===== src/rtl/multdiv_iter.sv =====
// Iterative signed multiply/divide: radix-2 Booth (radix-4 with MULTDIV_RADIX4_EN)
// and restoring division on magnitudes, one step per clock.
module multdiv_iter #(
    parameter int WIDTH = 32
) (
    input  logic             clock,
    input  logic             reset,
    input  logic [WIDTH-1:0] data_operandA,
    input  logic [WIDTH-1:0] data_operandB,
    input  logic             ctrl_MULT,
    input  logic             ctrl_DIV,
    output logic [WIDTH-1:0] data_result,
    output logic             data_exception,
    output logic             data_resultRDY,
    output logic             busy
);

    localparam int PW = 2 * WIDTH + 1;
    localparam int CW = $clog2(WIDTH + 1);
`ifdef MULTDIV_RADIX4_EN
    localparam int MSTEPS = WIDTH / 2;
`else
    localparam int MSTEPS = WIDTH;
`endif
    localparam logic [CW-1:0] MLAST = CW'(MSTEPS);
    localparam logic [CW-1:0] DLAST = CW'(WIDTH);
    localparam logic [WIDTH-1:0] MINV = {1'b1, {(WIDTH-1){1'b0}}};

    typedef enum logic [1:0] {IDLE, MUL, DIV, DONE} state_t;

    state_t           state_q, state_d;
    logic [CW-1:0]    cnt_q, cnt_d;
    logic [PW-1:0]    prod_q, prod_d;
    logic [WIDTH-1:0] mcand_q, mcand_d;
    logic [WIDTH-1:0] rem_q, rem_d;
    logic [WIDTH-1:0] quo_q, quo_d;
    logic [WIDTH-1:0] dvsr_q, dvsr_d;
    logic             neg_q, neg_d;
    logic             ovf_q, ovf_d;
    logic             dz_q, dz_d;
    logic [WIDTH-1:0] res_q, res_d;
    logic             exc_q, exc_d;

    logic [PW-1:0]    booth_nxt;
    logic [WIDTH:0]   trial;
    logic [WIDTH:0]   diff;
    logic [WIDTH-1:0] abs_a;
    logic [WIDTH-1:0] abs_b;

`ifdef MULTDIV_RADIX4_EN
    logic [WIDTH+1:0] a4, m1, m2, s4;

    // Accumulator widened by two bits so +/-2M never overflows before the shift
    always_comb begin
        a4 = {{2{prod_q[PW-1]}}, prod_q[PW-1:WIDTH+1]};
        m1 = {{2{mcand_q[WIDTH-1]}}, mcand_q};
        m2 = {mcand_q[WIDTH-1], mcand_q, 1'b0};
        unique case (prod_q[2:0])
            3'b001, 3'b010: s4 = a4 + m1;
            3'b011:         s4 = a4 + m2;
            3'b100:         s4 = a4 - m2;
            3'b101, 3'b110: s4 = a4 - m1;
            default:        s4 = a4;
        endcase
        booth_nxt = {s4, prod_q[WIDTH:2]};
    end
`else
    logic [WIDTH:0] a2, m2, s2;

    // One extra accumulator bit keeps subtracting the most-negative value exact
    always_comb begin
        a2 = {prod_q[PW-1], prod_q[PW-1:WIDTH+1]};
        m2 = {mcand_q[WIDTH-1], mcand_q};
        unique case (prod_q[1:0])
            2'b01:   s2 = a2 + m2;
            2'b10:   s2 = a2 - m2;
            default: s2 = a2;
        endcase
        booth_nxt = {s2, prod_q[WIDTH:1]};
    end
`endif

    always_comb begin
        trial = {rem_q, quo_q[WIDTH-1]};
        diff  = trial - {1'b0, dvsr_q};
        abs_a = data_operandA[WIDTH-1] ? -data_operandA : data_operandA;
        abs_b = data_operandB[WIDTH-1] ? -data_operandB : data_operandB;
    end

    always_comb begin
        state_d = state_q;
        cnt_d   = cnt_q;
        prod_d  = prod_q;
        mcand_d = mcand_q;
        rem_d   = rem_q;
        quo_d   = quo_q;
        dvsr_d  = dvsr_q;
        neg_d   = neg_q;
        ovf_d   = ovf_q;
        dz_d    = dz_q;
        res_d   = res_q;
        exc_d   = exc_q;
        if (ctrl_MULT) begin
            state_d = MUL;
            cnt_d   = '0;
            mcand_d = data_operandA;
            prod_d  = {{WIDTH{1'b0}}, data_operandB, 1'b0};
        end else if (ctrl_DIV) begin
            state_d = DIV;
            cnt_d   = '0;
            rem_d   = '0;
            quo_d   = abs_a;
            dvsr_d  = abs_b;
            neg_d   = data_operandA[WIDTH-1] ^ data_operandB[WIDTH-1];
            ovf_d   = (data_operandA == MINV) && (data_operandB == '1);
            dz_d    = (data_operandB == '0);
        end else begin
            unique case (state_q)
                MUL: begin
                    if (cnt_q == MLAST) begin
                        state_d = DONE;
                        res_d   = prod_q[WIDTH:1];
                        exc_d   = prod_q[PW-1:WIDTH+1] != {WIDTH{prod_q[WIDTH]}};
                    end else begin
                        prod_d = booth_nxt;
                        cnt_d  = cnt_q + 1'b1;
                    end
                end
                DIV: begin
                    if (dz_q) begin
                        state_d = DONE;
                        res_d   = '0;
                        exc_d   = 1'b1;
                    end else if (cnt_q == DLAST) begin
                        state_d = DONE;
                        res_d   = neg_q ? -quo_q : quo_q;
                        exc_d   = ovf_q;
                    end else begin
                        cnt_d = cnt_q + 1'b1;
                        if (!diff[WIDTH]) begin
                            rem_d = diff[WIDTH-1:0];
                            quo_d = {quo_q[WIDTH-2:0], 1'b1};
                        end else begin
                            rem_d = trial[WIDTH-1:0];
                            quo_d = {quo_q[WIDTH-2:0], 1'b0};
                        end
                    end
                end
                DONE:    state_d = IDLE;
                default: state_d = IDLE;
            endcase
        end
    end

    always_ff @(posedge clock or posedge reset) begin
        if (reset) begin
            state_q <= IDLE;
            cnt_q   <= '0;
            prod_q  <= '0;
            mcand_q <= '0;
            rem_q   <= '0;
            quo_q   <= '0;
            dvsr_q  <= '0;
            neg_q   <= 1'b0;
            ovf_q   <= 1'b0;
            dz_q    <= 1'b0;
            res_q   <= '0;
            exc_q   <= 1'b0;
        end else begin
            state_q <= state_d;
            cnt_q   <= cnt_d;
            prod_q  <= prod_d;
            mcand_q <= mcand_d;
            rem_q   <= rem_d;
            quo_q   <= quo_d;
            dvsr_q  <= dvsr_d;
            neg_q   <= neg_d;
            ovf_q   <= ovf_d;
            dz_q    <= dz_d;
            res_q   <= res_d;
            exc_q   <= exc_d;
        end
    end

    assign data_result    = res_q;
    assign data_exception = exc_q;
    assign data_resultRDY = (state_q == DONE);
    assign busy           = (state_q != IDLE);

endmodule


===== config.mk =====
export PLATFORM = sky130hd
export DESIGN_NAME = multdiv_iter
export DESIGN_NICKNAME = d
export VERILOG_FILES = /design/src/rtl/multdiv_iter.sv
export SDC_FILE = /design/constraint.sdc
export NUM_CORES = 1
export LEC_CHECK = 0
export ABC_AREA = 0
export CAP_MARGIN = 10
export CELL_PAD_IN_SITES_DETAIL_PLACEMENT = 1
export CELL_PAD_IN_SITES_GLOBAL_PLACEMENT = 2
export CORE_MARGIN = 2
export CORE_UTILIZATION = 40
export CTS_CLUSTER_SIZE = 20
export DETAILED_ROUTE_END_ITERATION = 12
export GPL_ROUTABILITY_DRIVEN = 0
export HOLD_SLACK_MARGIN = 0.02
export PLACE_DENSITY_LB_ADDON = 0.1
export SKIP_CTS_REPAIR_TIMING = 1
export SLEW_MARGIN = 20
export SYNTH_ARGS = -nofsm -noshare
export SYNTH_HDL_FRONTEND = slang
export SYNTH_SLANG_ARGS = --single-unit

===== constraint.sdc =====
create_clock -name clock -period 20.1 [get_ports clock]
set_clock_uncertainty 0.05 [all_clocks]
set_input_delay 4.02 -clock clock [delete_from_list [all_inputs] [get_ports clock]]
set_output_delay 4.02 -clock clock [all_outputs]
set_load 0.01 [all_outputs]

==> summary.md <==
| Metric | Value |
|---|---|
| Status | `finished clean` |
| Place WS | `12,730 ps` |
| Worst Hold Path EP | `dvsr_q[23]` |
| Worst setup EP type | `flop` |
| Startpoint types | `input pin` |
| Pwr dens | `119 nW/um^2` |
| RSZ-0062 raised after global routing | `no` |
| Fraction of synthesized area in multiplexers | `4.39%` |
| Die area | `41,900 sq um` |
| Final Max Slew Viols | `0` |
| Most frequent cells in the layout | `241 x o21ai_0, 237 x dfrtp_1, 235 x nand2_1` |
| Clk slew on worst S/H paths | `60 ps` |
| Initial Util | `40.5%` |
| Die width | `205 microns` |
| Number of remaining DRC errors | `0` |
| Peak supply drop | `0.0744 mV` |
| Critical path class | `input pin to flop` |
| Post-DP HPWL | `36,300 microns` |
| Register-to-Register Path Depth | `19` |
| DRT Pass-1 Iters | `5` |
| First-pass GRT wire length | `80,000 microns` |
| Worst hold margin | `429 ps` |
| NumNets Final | `2,068` |
| Max cap viols | `0` |
| CTS max path bufs | `3` |
| Post-DR vias/cell | `5.64` |
| Pin count of the biggest net entering global routing | `96` |
| Worst r2r src | `mcand_q[3]` |
| Leakage power | `7.95 nW` |
| TritonCTS Sinks | `237` |
| Synth top area cells | `dfrtp_1 37%, o21ai_0 7.5%, ha_1 6.1%, nand2_1 5.5%, xnor2_1 5.2%` |
| Syn avg cell area | `8.61 sq um` |
| Root buffer cell | `clkbuf_16` |
| Synth Area in Compound Gates | `23.2%` |
| Placed cell area | `17,600 sq um` |
| Clock Latency Late Sink | `580 ps` |
| Port Buffers | `102` |
| CTS buffer count | `30` |
| DR vias | `13,900` |
| Final min period | `6770 ps` |
| Simple-Gate Fraction of Synth Area | `15.5%` |
| Die height | `205 microns` |
| Final instance area | `18,600 sq um` |
| Core area | `39,700 sq um` |
| Fin. Hold Viols | `0` |
| Final setup viols | `0` |
| CP Max Fanout | `4` |
| Hold crit path type | `flop to flop` |
| Seq/Total Area, Yosys | `36.8%` |
| Internal reg-to-reg setup slack | `14,930 ps` |
| Crit path DAT | `7160 ps` |
| All-Layer GR Usage | `23.8%` |
| Synthesized Nets | `2,018` |
| Antenna violations before repair | `2` |
| Commonest non-fill, non-tap cell in the layout | `o21ai_0` |
| Relative slew slack | `33.5%` |
| Number of synthesized flops with an enable pin | `0` |
| Asr flop ratio synth | `100%` |
| Number of global-route vias before repair | `14,500` |
| Yosys top cell area share | `36.8%` |
| Overflow after GRT | `0` |
| Critical path's slowest cell | `clkdlybuf4s50_1` |
| Synthesized instance count | `1,870` |
| Crit path required time | `20,490 ps` |
| Hold path startpoint | `dvsr_q[23]` |
| Largest family of logic cells by synthesized area | `compound AO/OA/AOI/OAI gates` |
| Worst-margin pin slew | `996 ps` |
| Ports | `103` |
| Layout cells sized above 1 | `6.69%` |
| Fin crit share | `33.7%` |
| R2R Path End | `prod_q[64]` |
| Final core occ | `46.7%` |
| Min setup slack post-route | `13,330 ps` |
| Setup TNS | `0 ps` |
| CTS tree | `done` |
| Post-synthesis xor/xnor area fraction | `9.73%` |
| Drt first-iter violations | `668` |
| # rows | `73` |
| H-Tree Depth | `1` |
| CP peak stage delay | `510 ps` |
| Unique masters post-synth | `68` |
| Critical-path cell list | `clkdlybuf4s50_1, or3_4, or4_1, nand2b_4, nand2b_1, nand2b_1, or4_1, nand2b_4, o31ai_4, xor2_1, o21ai_0` |
| FF+latch count, synth | `237` |
| F_max | `0.148 GHz` |
| Synth-to-Final Area Change | `15.2%` |
| Top_reg_cell synth | `dfrtp_1` |
| Cell accounting for the most synthesized area | `dfrtp_1` |
| Post-Syn Area | `16,100 sq um` |
| Total Routed Length | `49,400 microns` |
| Antenna Nets Post-Route | `0` |
| Worst Hold Depth | `2` |
| WL/cell | `20.0 microns` |
| Adder-cell area share of the yosys netlist | `6.31%` |
| YS warnings | `0` |
## critical path, delay by kind of cell
| kind | cells | cell delay, ps |
|---|---|---|
| simple gates | 7 | 2190 |
| buf+inv | 1 | 510 |
| compound gates | 2 | 270 |
| xor+xnor | 1 | 170 |
## final cells by class
type	count	area [sq um]
Tap cell	525	657
Inverter	76	293
Sequential cell	237	5930
Multi-Input combinational cell	1458	9570
Clock inverter	16	120
Timing Repair Buffer	117	1130
Fill cell	4675	21200
Clock buffer	39	856
Antenna cell	1	2.50
## Yosys cell counts, types with 19 or more instances
master / n
o21ai_0: 241
dfrtp_1: 237
nand2_1: 236
a21oi_1: 124
xnor2_1: 96
clkbuf_1: 94
nor2_1: 92
xor2_1: 83
ha_1: 78
inv_1: 74
mux2i_1: 38
a21o_1: 35
o31ai_1: 35
a22oi_1: 34
nor3_1: 33
mux2_2: 29
nand3_1: 29
o22ai_1: 22
nand4_1: 21
nand2b_1: 19
## kinds of logic after synthesis
kind of cell | count (synthesis)
adder cells (fa/ha/maj) | 80
buffers and inverters | 175
XOR/XNOR | 179
multiplexers | 67
AO/OA/AOI/OAI | 608
flip-flops | 237
AND/OR/NAND/NOR | 524
## flip-flops by register name (all words and copies together) (netlist names)
register / cells
prod_q: 65
data_result: 32
dvsr_q: 32
mcand_q: 32
quo_q: 32
rem_q: 32
cnt_q: 6
state_q: 2
data_exception: 1
dz_q: 1
neg_q: 1
ovf_q: 1
## layer usage
metal  track usage (%)  up-vias  wire length [microns]
met1              31.2     6841                  22600
met2              42.1      171                  24300
met3              2.56       64                   1350
met5                 0        -                     30
li1                  -     6836                      -
met4              5.41        4                   1080
## how the worst max path moves through the flow
| stage | from | end | slack (ps) | cells after the start |
|---|---|---|---|---|
| floorplan | reset | cnt_q[0] | 9530 | 1 |
| global placement | data_operandB[0] | dvsr_q[29] | 12760 | 11 |
| detailed placement | data_operandB[0] | dvsr_q[29] | 12730 | 11 |
| CTS | data_operandB[5] | dvsr_q[30] | 13360 | 11 |
| global route | data_operandB[0] | dvsr_q[27] | 13050 | 10 |
| finish | data_operandB[5] | dvsr_q[30] | 13330 | 11 |
## power by group
part	total, mW	switching (mW)	internal (mW)
logic	0.985	0.568	0.418
registers	0.689	0.109	0.580
clock network	0.540	0.229	0.311
## through the flow
step / cells / power [mW]
after floorplan: 1870 / 1.38
after global placement: 2413 / 1.66
after detailed placement: 2413 / 1.68
after CTS: 2468 / 2.24
after global routing: 2468 / 2.38
final: 2469 / 2.21
(Power assumes the default switching activity.)
